===== src/rtl/pipe_ctrl.sv =====
// pipe_ctrl: control unit for the 3-stage RV32I pipeline (IF, DE, MW).
//   Decodes the DE instruction into datapath selects, carries write-back and
//   memory control into MW through a registered stage, and drives stall,
//   flush and forward controls for RAW hazards, redirects and memory waits.
// Ports:
//   clk, rst_n                  clock, async active-low reset
//   instr_de, br_taken          DE instruction and its branch compare result
//   dmem_ready                  data-memory completion for the MW access
//   imm_sel, alu_op, sel_a,
//   sel_b, br_type, illegal     combinational DE decode
//   pc_sel, flush_de            redirect to the ALU target, squash IF/DE
//   stall_if, stall_de          hold PC and IF/DE
//   fwd_a, fwd_b                select MW write-back data for rs1/rs2
//   reg_wr_mw, rd_mw, wb_sel_mw,
//   mem_rd_mw, mem_wr_mw,
//   mem_f3_mw                   registered MW-stage control
//   mem_err                     sticky memory-timeout flag
// Build option: define PIPE_FORWARD_EN to resolve RAW hazards by forwarding
//   from MW instead of a one-cycle stall.
module pipe_ctrl #(
  parameter int MEM_TIMEOUT = 16
) (
  input  logic        clk,
  input  logic        rst_n,
  input  logic [31:0] instr_de,
  input  logic        br_taken,
  input  logic        dmem_ready,
  output logic [2:0]  imm_sel,
  output logic [3:0]  alu_op,
  output logic        sel_a,
  output logic        sel_b,
  output logic [2:0]  br_type,
  output logic        pc_sel,
  output logic        stall_if,
  output logic        stall_de,
  output logic        flush_de,
  output logic        fwd_a,
  output logic        fwd_b,
  output logic        reg_wr_mw,
  output logic [4:0]  rd_mw,
  output logic [1:0]  wb_sel_mw,
  output logic        mem_rd_mw,
  output logic        mem_wr_mw,
  output logic [2:0]  mem_f3_mw,
  output logic        illegal,
  output logic        mem_err
);
  localparam int CW = ($clog2(MEM_TIMEOUT) > 4) ? $clog2(MEM_TIMEOUT) : 4;
  localparam logic [CW-1:0] CNT_MAX = CW'(MEM_TIMEOUT - 1);

  localparam logic [6:0] OP_R     = 7'b0110011;
  localparam logic [6:0] OP_I     = 7'b0010011;
  localparam logic [6:0] OP_LD    = 7'b0000011;
  localparam logic [6:0] OP_ST    = 7'b0100011;
  localparam logic [6:0] OP_BR    = 7'b1100011;
  localparam logic [6:0] OP_JAL   = 7'b1101111;
  localparam logic [6:0] OP_JALR  = 7'b1100111;
  localparam logic [6:0] OP_LUI   = 7'b0110111;
  localparam logic [6:0] OP_AUIPC = 7'b0010111;

  typedef struct packed {
    logic       reg_wr;
    logic [4:0] rd;
    logic [1:0] wb_sel;
    logic       mem_rd;
    logic       mem_wr;
    logic [2:0] f3;
  } mw_t;

  typedef enum logic {S_RUN, S_WAIT} mstate_e;

  logic [6:0] opc;
  logic [4:0] rd, rs1, rs2;
  logic [2:0] f3;
  logic       f7_5;
  assign opc  = instr_de[6:0];
  assign rd   = instr_de[11:7];
  assign f3   = instr_de[14:12];
  assign rs1  = instr_de[19:15];
  assign rs2  = instr_de[24:20];
  assign f7_5 = instr_de[30];

  logic unused_bits;
  assign unused_bits = ^{instr_de[31], instr_de[29:25]};

  // ---------------- decode ----------------
  logic       reg_wr, mem_rd, mem_wr, use_rs1, use_rs2, is_jump, is_br;
  logic [1:0] wb_sel;

  always_comb begin
    imm_sel = 3'd0;
    alu_op  = 4'b0000;
    sel_a   = 1'b0;
    sel_b   = 1'b0;
    br_type = 3'd0;
    wb_sel  = 2'd0;
    reg_wr  = 1'b1;
    mem_rd  = 1'b0;
    mem_wr  = 1'b0;
    use_rs1 = 1'b1;
    use_rs2 = 1'b0;
    is_jump = 1'b0;
    is_br   = 1'b0;
    illegal = 1'b0;
    case (opc)
      OP_R:    begin alu_op = {f7_5, f3}; use_rs2 = 1'b1; end
      OP_I:    begin alu_op = {(f3 == 3'b101) & f7_5, f3}; sel_b = 1'b1; end
      OP_LD:   begin sel_b = 1'b1; mem_rd = 1'b1; wb_sel = 2'd1; end
      OP_ST:   begin
        sel_b = 1'b1; imm_sel = 3'd1; mem_wr = 1'b1; reg_wr = 1'b0; use_rs2 = 1'b1;
      end
      OP_BR:   begin
        sel_a = 1'b1; sel_b = 1'b1; imm_sel = 3'd3; reg_wr = 1'b0;
        use_rs2 = 1'b1; is_br = 1'b1; br_type = f3;
      end
      // PC-relative ops need the immediate on B to form PC+imm
      OP_JAL:  begin
        sel_a = 1'b1; sel_b = 1'b1; imm_sel = 3'd4; wb_sel = 2'd2;
        is_jump = 1'b1; use_rs1 = 1'b0;
      end
      OP_JALR: begin sel_b = 1'b1; wb_sel = 2'd2; is_jump = 1'b1; end
      OP_LUI:  begin alu_op = 4'b1111; sel_b = 1'b1; imm_sel = 3'd2; use_rs1 = 1'b0; end
      OP_AUIPC: begin sel_a = 1'b1; sel_b = 1'b1; imm_sel = 3'd2; use_rs1 = 1'b0; end
      // unsupported: behave as addi x0,x0,0
      default: begin illegal = 1'b1; sel_b = 1'b1; reg_wr = 1'b0; use_rs1 = 1'b0; end
    endcase
    if (rd == 5'd0) reg_wr = 1'b0;
  end

  // ---------------- MW stage / memory wait ----------------
  mw_t           mw_q, mw_d;
  mstate_e       state_q, state_d;
  logic [CW-1:0] cnt_q, cnt_d;
  logic          mem_stall, timeout;

  always_comb begin
    state_d   = state_q;
    cnt_d     = cnt_q;
    mem_stall = 1'b0;
    timeout   = 1'b0;
    case (state_q)
      S_RUN: if ((mw_q.mem_rd | mw_q.mem_wr) && !dmem_ready) begin
        mem_stall = 1'b1;
        state_d   = S_WAIT;
      end
      S_WAIT: begin
        if (dmem_ready) begin
          state_d = S_RUN;
          cnt_d   = '0;
        end else if (cnt_q == CNT_MAX) begin
          // give up: access is retired as if complete
          state_d = S_RUN;
          cnt_d   = '0;
          timeout = 1'b1;
        end else begin
          mem_stall = 1'b1;
          cnt_d     = cnt_q + CW'(1);
        end
      end
      default: state_d = S_RUN;
    endcase
  end

  // ---------------- hazards / redirect ----------------
  logic hz_a, hz_b, raw_stall, redirect;
  assign hz_a = mw_q.reg_wr && use_rs1 && (rs1 == mw_q.rd);
  assign hz_b = mw_q.reg_wr && use_rs2 && (rs2 == mw_q.rd);

`ifdef PIPE_FORWARD_EN
  assign raw_stall = 1'b0;
  assign fwd_a     = hz_a && !mem_stall;
  assign fwd_b     = hz_b && !mem_stall;
`else
  assign raw_stall = (hz_a || hz_b) && !mem_stall;
  assign fwd_a     = 1'b0;
  assign fwd_b     = 1'b0;
`endif

  // a hazarded branch is resolved only once its operands are available
  assign redirect = (is_jump || (is_br && br_taken)) && !mem_stall && !raw_stall;
  assign pc_sel   = redirect;
  assign flush_de = redirect;
  assign stall_if = mem_stall || raw_stall;
  assign stall_de = mem_stall || raw_stall;

  // The redirecting instruction itself still enters MW (JAL/JALR link
  // write); the squashed successor arrives later as the NOP put into IF/DE.
  always_comb begin
    mw_d = '{reg_wr: reg_wr, rd: rd, wb_sel: wb_sel,
             mem_rd: mem_rd, mem_wr: mem_wr, f3: f3};
    if (mem_stall)      mw_d = mw_q;
    else if (raw_stall) mw_d = '0;
  end

  always_ff @(posedge clk or negedge rst_n) begin
    if (!rst_n) begin
      state_q <= S_RUN;
      cnt_q   <= '0;
      mw_q    <= '0;
      mem_err <= 1'b0;
    end else begin
      state_q <= state_d;
      cnt_q   <= cnt_d;
      mw_q    <= mw_d;
      if (timeout) mem_err <= 1'b1;
    end
  end

  // write-back is held off until the MW memory access completes
  assign reg_wr_mw = mw_q.reg_wr && !mem_stall;
  assign rd_mw     = mw_q.rd;
  assign wb_sel_mw = mw_q.wb_sel;
  assign mem_rd_mw = mw_q.mem_rd;
  assign mem_wr_mw = mw_q.mem_wr;
  assign mem_f3_mw = mw_q.f3;
endmodule


===== config.mk =====
export PLATFORM = sky130hd
export DESIGN_NAME = pipe_ctrl
export DESIGN_NICKNAME = d
export VERILOG_FILES = /design/src/rtl/pipe_ctrl.sv
export SDC_FILE = /design/constraint.sdc
export NUM_CORES = 1
export LEC_CHECK = 0
export ABC_AREA = 1
export CORE_ASPECT_RATIO = 0.5
export CORE_MARGIN = 2
export CORE_UTILIZATION = 42
export DETAILED_ROUTE_END_ITERATION = 8
export GPL_ROUTABILITY_DRIVEN = 1
export PLACE_DENSITY = 0.82
export SLEW_MARGIN = 20
export SYNTH_ARGS = -nofsm -noshare
export SYNTH_HDL_FRONTEND = slang
export SYNTH_SLANG_ARGS = --single-unit

===== constraint.sdc =====
create_clock -name clk -period 1.7 [get_ports clk]
set_input_delay 0.17 -clock clk [delete_from_list [all_inputs] [get_ports clk]]
set_output_delay 0.17 -clock clk [all_outputs]
set_load 0.02 [all_outputs]

==> summary.md, run 1 <==
| Metric | Value |
|---|---|
| Post-DP HPWL | `3266 µm` |
| Maximum vdd drop | `0.3026 mV` |
| Post-synthesis xor/xnor area fraction | `1.161%` |
| Die H | `46.39 µm` |
| Synthesized flop and latch total | `18` |
| Die Area | `4117 µm²` |
| Post-Synth Simple-Gate Area | `41.96%` |
| Top routing layer used | `met4` |
| Initial Utilization | `43.93%` |
| Worst r2r src | `cnt_q[1]` |
| WP data required | `1.53 ns` |
| Post-synth EDFFs | `0` |
| Area Growth Syn to Fin | `66.58%` |
| First-pass GRT wire length | `7107 µm` |
| Ys async rst share | `100.0%` |
| TNS Setup | `-0.2299 ns` |
| Reg-to-reg setup timing slack | `0.10 ns` |
| Max_cap viols | `0` |
| Critical path class | `flip-flop to primary output` |
| Mux contribution to synthesized area | `0%` |
| Count leader, synth | `nand2_1` |
| CTS tree | `built` |
| Cells after Synth | `226` |
| Met2 WL | `2611 µm` |
| Synthesized area | `1509 µm²` |
| R2R depth | `10` |
| Final std cells w/o fill | `375` |
| Min Clock Period, post-route | `1.769 ns` |
| Startpoint types | `flip-flop` |
| Hold Crit Class | `input pin to async pin` |
| Sink Count | `18` |
| Max stage delay on crit path | `0.36 ns` |
| Syn. warnings | `0` |
| Vias in the first global route | `1,656` |
| Crit-path slowest cell | `dfrtp_1` |
| DRC viols | `0` |
| Via-per-instance ratio | `4.595` |
| Main combinational cell family by area after synthesis | `simple AND/OR/NAND/NOR gates` |
| PwrDens | `499.5 nW/µm²` |
| Unrepaired setup endpoints after global routing | `true` |
| Cell breakdown of the critical path | `ha_2 > nand2_4 > o21ai_4 > o21a_4 > buf_4 > inv_2 > nor2_1 > buf_4` |
| Count of input and output buffers | `60` |
| Crit end category | `primary output` |
| Main synth FF type | `dfrtp_1` |
| Clock latency on the worst-skew pair | `0.25 ns` |
| Post-synth top area share | `29.85%` |
| CTS max path bufs | `2` |
| Failing checks | `setup timing` |
| CTS clk-pin slew, worst paths | `0.07 ns` |
| First-iteration detailed-routing DRC count | `52` |
| Final Worst Setup Slack | `-0.06925 ns` |
| Status | `finished, violations left` |
| Most common cell on crit path | `buf_4` |
| Post-Synth Adder-Cell Area | `0.8292%` |
| Top cells by area, synth | `dfrtp_1, nand2_1, nand2_2` |
| Placed cells | `365` |
| Clk_skew | `0.003012 ns` |
| Drt wl/cell | `12.60 µm` |
| Number of diodes | `0` |
| Via count | `1,723` |
| Die W | `88.77 µm` |
| Final hold slack | `0.2768 ns` |
| Nets | `363` |
| Complex-gate fraction of the synthesized area | `8.209%` |
| Total Wirelength | `4726 µm` |
| DRT antenna net count | `0` |
| Mean Syn Cell Area | `6.677 µm²` |
| P_leak | `1.421 nW` |
| H-tree depth | `1` |
| Initial DRT Pass Iterations | `4` |
| GRT Overall Usage | `22.72%` |
| WL met3 | `197 µm` |
| Num rows | `15` |
| Gpl congestion | `0.9032` |
| Fmax | `565.2 MHz` |
| Congestion Overflow GR | `0` |
| Period Utilization, post-route | `104.1%` |
| Fillers | `254` |
| Final setup fails | `5` |
| Clock Tree Root | `clkbuf_8` |
| Area leader, netlist | `dfrtp_1` |
| Commonest cells post-synth | `nand2_1, inv_1, nor2_1` |
| Share of layout cells above drive strength 1 | `39.20%` |
| Ports | `69` |
| Hold Buf Count CTS | `0` |
| Largest net degree at the start of global routing | `19` |
| Sequential fraction of the synthesis area | `29.85%` |
| Fin. Hold Viols | `0` |
| Worst Path Arrival | `1.60 ns` |
| Reg-to-reg endpoint | `rd_mw[0]` |
| Worst-path fanout max | `3` |
| Slew Limit Fails | `0` |
| Initial antenna violation count | `0` |
| Cell variety after synth | `29` |
| CTS Buf Count | `3` |
| WL met1 | `1874 µm` |
| Core ar. | `3435 µm²` |
cell usage in the layout (no fill, tap or decap), types with 2 or more instances in the layout:
master            n
a21oi_1           6
a21oi_4           2
buf_2             8
buf_4            54
buf_6             3
clkbuf_8          3
clkdlybuf4s50_1  35
conb_1            2
dfrtp_1          18
dlygate4sd2_1     6
dlymetal6s2s_1    3
inv_1            29
inv_2             6
nand2_1          58
nand2_2          25
nand2_4           5
nand3_1           7
nor2_1           20
nor2_2            8
nor2_4            4
nor3_1            2
o21ai_0           4
xor2_1            2
layer usage:
| metal | GRT usage (%) | vias to the layer above |
|---|---|---|
| li1 | - | 869 |
| met1 | 25.60 | 797 |
| met3 | 3.943 | 6 |
| met4 | 5.758 | 0 |
| met2 | 45.37 | 51 |
| met5 | 0 | - |
power breakdown:
part           internal [mW]  total, mW  switching (mW)
clock network          0.157      0.295           0.137
logic                  0.241      0.460           0.219
registers              0.468      0.501          0.0328
total                  0.867       1.26           0.389
state kept, by name (all words and copies together), names as in the netlist:
signal     cells
cnt_q          4
rd_mw          5
wb_sel_mw      2
mem_wr_mw      1
mw_q           1
mem_err        1
state_q        1
mem_f3_mw      3
area by class of cell:
type	instances	area, µm²	area share [%]
flip-flops and latches	18	450.4	17.92
multi-input cells	158	887.1	35.29
inverters	35	131.4	5.226
well taps	51	63.81	2.539
repair buffers	110	939.7	37.38
clock buffers	3	41.29	1.643
what timing repair did:
action                                  CTS  global route
endpoints found under the setup margin   18            28
buffers inserted                          0             7
hold endpoints to repair                  0             0
pin swaps                                 1             8
gates resized for setup                  76            26
kinds of logic (layout without fill, tap and decap cells):
| group | after synthesis | count (layout) |
|---|---|---|
| simple gates | 134 | 134 |
| buf+inv | 51 | 148 |
| compound gates | 19 | 19 |
| flops | 18 | 18 |
| xor+xnor | 2 | 2 |
| fa+ha+maj | 1 | 1 |
| other cells | 1 | 2 |
metrics by stage:
stage / util (%) / power [mW] / setup WS, ns / cell area, µm²
global route: 73.19 / 1.318 / -0.2081 / 2514
detailed placement: 69.51 / 0.9118 / -0.5840 / 2387
finish: 73.19 / 1.256 / -0.06925 / 2514
floorplan: - / 0.6883 / 0.07118 / 1536
CTS: 70.09 / 1.216 / -0.09628 / 2407
global placement: 69.51 / 0.8972 / -0.5193 / 2387
worst max-delay path, delay by kind of cell (launching register included):
kind / cells / cell delay (ns)
buf+inv: 3 / 0.28
compound gates: 2 / 0.33
flops: 1 / 0.36
fa+ha+maj: 1 / 0.21
simple gates: 2 / 0.15
worst max-delay path by stage:
stage	start	slack (ns)	to	depth (start not counted)
after floorplan	cnt_q[0]	0.07	pc_sel	7
after global placement	instr_de[4]	-0.52	flush_de	10
after detailed placement	instr_de[6]	-0.58	pc_sel	10
after CTS	cnt_q[0]	-0.1	flush_de	7
after global routing	rd_mw[3]	-0.21	flush_de	10
final	cnt_q[1]	-0.07	reg_wr_mw	8
(Power assumes the default switching activity.)
==> run 2: changes to the inputs <==
- GPL_ROUTABILITY_DRIVEN: 1 -> default
- SKIP_CTS_REPAIR_TIMING: default -> 1
- clock period: 1.7 -> 1.92 ns (I/O delays scaled with it)
==> summary.md, run 2 (synthesis results as in run 1) <==
| Metric | Value |
|---|---|
| Status | `finished clean` |
| Startpoint types | `flip-flop` |
| Worst Path Arrival | `1.66 ns` |
| Gpl congestion | `0.9120` |
| Reg-to-reg endpoint | `mem_wr_mw` |
| Design area | `2407 µm²` |
| Initial DRT Pass Iterations | `4` |
| Nets | `350` |
| Critical path class | `flip-flop to primary output` |
| Unrepaired setup endpoints after global routing | `true` |
| Sink Count | `18` |
| Maximum vdd drop | `0.2652 mV` |
| Final Worst Setup Slack | `0.06415 ns` |
| Min Clock Period, post-route | `1.856 ns` |
| CTS clk-pin slew, worst paths | `0.07 ns` |
| Via-per-instance ratio | `4.661` |
| CTS tree | `built` |
| Count of input and output buffers | `60` |
| Fmax | `538.8 MHz` |
| Vias in the first global route | `1,535` |
| Core ar. | `3435 µm²` |
| Total Wirelength | `4378 µm` |
| CTS max path bufs | `2` |
| Clock latency on the worst-skew pair | `0.25 ns` |
| Worst r2r src | `cnt_q[0]` |
| Ports | `69` |
| Reg power frac | `40.5%` |
| Die W | `88.77 µm` |
| Area Growth Syn to Fin | `59.54%` |
| Hold Crit Class | `input pin to async pin` |
| Power share of the clock group | `28.4%` |
| Post-DP HPWL | `3349 µm` |
| Number of flip-flops in the largest register | `5` |
| Cell breakdown of the critical path | `ha_2 > nand2_1 > o21ai_2 > o21a_4 > nand3_1 > a21oi_2 > buf_4` |
| WP data required | `1.73 ns` |
| Congestion Overflow GR | `0` |
| Final setup fails | `0` |
| Max_cap viols | `0` |
| First-pass GRT wire length | `6644 µm` |
| Share of layout cells above drive strength 1 | `30.77%` |
| Slew Limit Fails | `0` |
| GRT Overall Usage | `21.10%` |
| Reg-to-reg setup timing slack | `0.17 ns` |
| Sw Ratio | `29.46%` |
| Crit-path slowest cell | `dfrtp_1` |
| Comb power frac | `31.1%` |
| Int Power | `0.7699 mW` |
| Via count | `1,692` |
| Period Utilization, post-route | `96.66%` |
| Fin. Hold Viols | `0` |
| Commonest non-fill, non-tap cell in the layout | `nand2_1` |
| First-iteration detailed-routing DRC count | `57` |
| Largest net degree at the start of global routing | `19` |
| P_leak | `1.467 nW` |
| Worst-path fanout max | `3` |
| Crit end category | `primary output` |
| Num rows | `15` |
| Initial Utilization | `43.93%` |
| Die Area | `4117 µm²` |
| Clk_skew | `0.003485 ns` |
| Dpl cell area | `2312 µm²` |
| Die H | `46.39 µm` |
| Initial antenna violation count | `0` |
| Worst slack, placed | `-0.4086 ns` |
| P_sw | `0.3216 mW` |
| TNS Setup | `0 ns` |
| R2R depth | `11` |
| H-tree depth | `1` |
| Drt wl/cell | `12.06 µm` |
| Clock Tree Root | `clkbuf_8` |
| DRT antenna net count | `0` |
| DRC viols | `0` |
| CTS Buf Count | `3` |
| Most frequent cells in the layout | `nand2_1, clkdlybuf4s50_1, buf_4, inv_1, nand2_2` |
| Final hold slack | `0.2616 ns` |
| Number of diodes | `0` |
| PwrDens | `453.4 nW/µm²` |
| Max stage delay on crit path | `0.35 ns` |
[run 2: cell count changes in the layout (fill, tap and decap cells not counted), sizes merged]
cell           previous run  this run
clkbuf                    3         8
buf                      66        40
clkdlybuf4s50            35        40
dlygate4sd2               6         0
dlymetal6s2s              3        13
[run 2: layout make-up]
type / count / area, µm²
Fill cell: 293 / 1027
Tap cell: 51 / 63.81
Sequential cell: 18 / 450.4
Timing Repair Buffer: 97 / 895.9
Multi-Input combinational cell: 158 / 810.8
Clock buffer: 4 / 55.05
Inverter: 35 / 131.4
[run 2: how the worst max path moves through the flow]
stage,depth (start not counted),endpoint,slack (ns),startpoint
6_report,7,pc_sel,0.06,cnt_q[0]
3_5_place_dp,10,pc_sel,-0.41,instr_de[4]
3_3_place_gp,10,flush_de,-0.34,instr_de[4]
4_1_cts,7,pc_sel,-0.43,cnt_q[0]
2_1_floorplan,7,pc_sel,0.03,cnt_q[0]
5_1_grt,7,flush_de,-0.08,cnt_q[0]
[run 2: power groups by stage]
stage          Clock (mW)  Combinational [mW]  Sequential (mW)
2_1_floorplan           0               0.163            0.446
3_3_place_gp            0               0.318            0.446
3_5_place_dp            0               0.333            0.448
4_1_cts             0.311               0.336            0.441
5_1_grt             0.329               0.368            0.446
6_report            0.310               0.339            0.442
[run 2: layer usage]
| metal | global-route usage [%] | up-vias | share of wire, % |
|---|---|---|---|
| li1 | - | 841 | - |
| met1 | 25.14 | 782 | 42 |
| met2 | 38.36 | 53 | 51 |
| met3 | 5.018 | 16 | 4.4 |
| met4 | 6.970 | 0 | 2.8 |
| met5 | 0 | - | 0 |
[run 2: through the flow]
stage / total power, mW / util (%) / instances
2_1_floorplan: 0.6087 / - / 227
5_1_grt: 1.143 / 70.09 / 363
6_report: 1.091 / 70.09 / 363
3_3_place_gp: 0.7642 / 67.32 / 356
4_1_cts: 1.088 / 68.93 / 360
3_5_place_dp: 0.7806 / 67.32 / 356
[run 2: worst max-delay path, delay by kind of cell, from the launching register on]
| kind | cells | cell delay (ns) |
|---|---|---|
| compound gates | 3 | 0.50 |
| fa+ha+maj | 1 | 0.19 |
| buf+inv | 1 | 0.15 |
| flops | 1 | 0.35 |
| simple gates | 2 | 0.21 |
==> run 3: changes to the inputs <==
- GPL_TIMING_DRIVEN: default -> 1
- REMOVE_ABC_BUFFERS: default -> 1
==> summary.md, run 3 (synthesis results as in run 1) <==
| Metric | Value |
|---|---|
| Fmax | `540.8 MHz` |
| Total Wirelength | `4428 µm` |
| Maximum vdd drop | `0.2776 mV` |
| Slew Limit Fails | `0` |
| Die H | `46.39 µm` |
| Clock Tree Root | `clkbuf_8` |
| Commonest non-fill, non-tap cell in the layout | `nand2_1` |
| Initial DRT Pass Iterations | `5` |
| Finished Core Util | `69.73%` |
| Core ar. | `3435 µm²` |
| Initial Utilization | `43.93%` |
| WP data required | `1.73 ns` |
| Num rows | `15` |
| Comb power frac | `33.1%` |
| Power share of the clock group | `25.3%` |
| Reg power frac | `41.6%` |
| CTS max path bufs | `2` |
| Fin. Hold Viols | `0` |
| PwrDens | `444.4 nW/µm²` |
| Seq. cell area | `451.7 µm²` |
| Hold Crit Class | `input pin to async pin` |
| DRC viols | `0` |
| Worst Path Arrival | `1.66 ns` |
| Crit end category | `primary output` |
| CTS clk-pin slew, worst paths | `0.07 ns` |
| Largest net degree at the start of global routing | `19` |
| DRT antenna net count | `0` |
| Ports | `69` |
| CTS Buf Count | `3` |
| Via-per-instance ratio | `4.686` |
| Area Growth Syn to Fin | `58.71%` |
| Drt wl/cell | `12.20 µm` |
| Via count | `1,701` |
| Initial antenna violation count | `0` |
| Vias in the first global route | `1,572` |
| Critical path class | `flip-flop to primary output` |
| Startpoint types | `flip-flop` |
| Worst-path fanout max | `3` |
| Nets | `351` |
| Share of layout cells above drive strength 1 | `31.09%` |
| Die W | `88.77 µm` |
| Fillers | `277` |
| Unrepaired setup endpoints after global routing | `true` |
| Status | `finished clean` |
| First-pass GRT wire length | `6872 µm` |
| Period Utilization, post-route | `96.31%` |
| GRT Overall Usage | `21.94%` |
| Number of flip-flops in the largest register | `5` |
| CTS tree | `built` |
| Post-DP HPWL | `3426 µm` |
| Min Clock Period, post-route | `1.849 ns` |
| Congestion Overflow GR | `0` |
| Final setup fails | `0` |
| Gpl congestion | `0.8824` |
| Sink Count | `18` |
| Sw Ratio | `30.35%` |
| First-iteration detailed-routing DRC count | `75` |
| P_sw | `0.3230 mW` |
| Number of diodes | `0` |
| Clk_skew | `0.001850 ns` |
| P_leak | `1.463 nW` |
| Count of input and output buffers | `60` |
| Int Power | `0.7412 mW` |
| Max_cap viols | `0` |
| H-tree depth | `1` |
| Die Area | `4117 µm²` |
| Multi-input gate area in the final layout | `808.3 µm²` |
| Clock latency on the worst-skew pair | `0.26 ns` |
| TNS Setup | `0 ns` |
| Most frequent cells in the layout | `nand2_1, clkdlybuf4s50_1, buf_4, inv_1` |
-- run 3: area by class of cell --
type                            instances  area share [%]
Multi-Input combinational cell        158           33.75
Inverter                               35           5.486
Timing Repair Buffer                   98           37.51
Clock buffer                            3           1.724
Sequential cell                        18           18.86
Tap cell                               51           2.665
-- run 3: worst max-delay path, stage by stage (launching register included) --
cell and delay, ns:
dfrtp_1 0.36, ha_2 0.19, nand2_1 0.08, o21ai_2 0.22, o21a_4 0.17, buf_4 0.11
inv_2 0.03, nor2_1 0.07, buf_2 0.17
-- run 3: path summary, 6_finish.rpt --
| kind | cells after the start | start | slack [ns] | to |
|---|---|---|---|---|
| setup reg to reg | 11 | cnt_q[1] | 0.18 | rd_mw[0] |
| min in group clk | 2 | mem_f3_mw[1] | 0.50 | mem_f3_mw[1] |
| hold / removal | 2 | rst_n | 0.27 | cnt_q[2] |
| setup / recovery | 8 | cnt_q[1] | 0.07 | reg_wr_mw |
| hold reg to reg | 2 | mem_f3_mw[1] | 0.50 | mem_f3_mw[1] |
| max in group asynchronous | 2 | rst_n | 1.44 | rd_mw[4] |
-- run 3: metal layers --
metal	up-vias	share of wire, %	track usage [%]
met2	68	52	40.75
met3	6	6.1	3.226
li1	845	-	-
met1	782	41	27.44
met4	0	1.1	5.152
met5	-	0	0
-- run 3: through the flow --
step / instance area, µm² / cells / setup WS (ns) / power (mW) / hold slack [ns]
6_report: 2395 / 363 / 0.07084 / 1.064 / 0.2682
5_1_grt: 2395 / 363 / -0.03086 / 1.116 / 0.2812
4_1_cts: 2350 / 359 / -0.5294 / 1.043 / 0.2733
3_5_place_dp: 2308 / 356 / -0.5197 / 0.7777 / 0.4775
3_3_place_gp: 2308 / 356 / -0.3600 / 0.7601 / 0.4610
2_1_floorplan: 1376 / 211 / -0.3270 / 0.5876 / -0.1036
-- run 3: power by group through the flow --
stage | Clock, mW | Sequential, mW | Combinational, mW
after floorplan | 0 | 0.460 | 0.128
after global placement | 0 | 0.447 | 0.314
after detailed placement | 0 | 0.448 | 0.329
after CTS | 0.269 | 0.442 | 0.332
after global routing | 0.285 | 0.445 | 0.386
final | 0.269 | 0.443 | 0.352
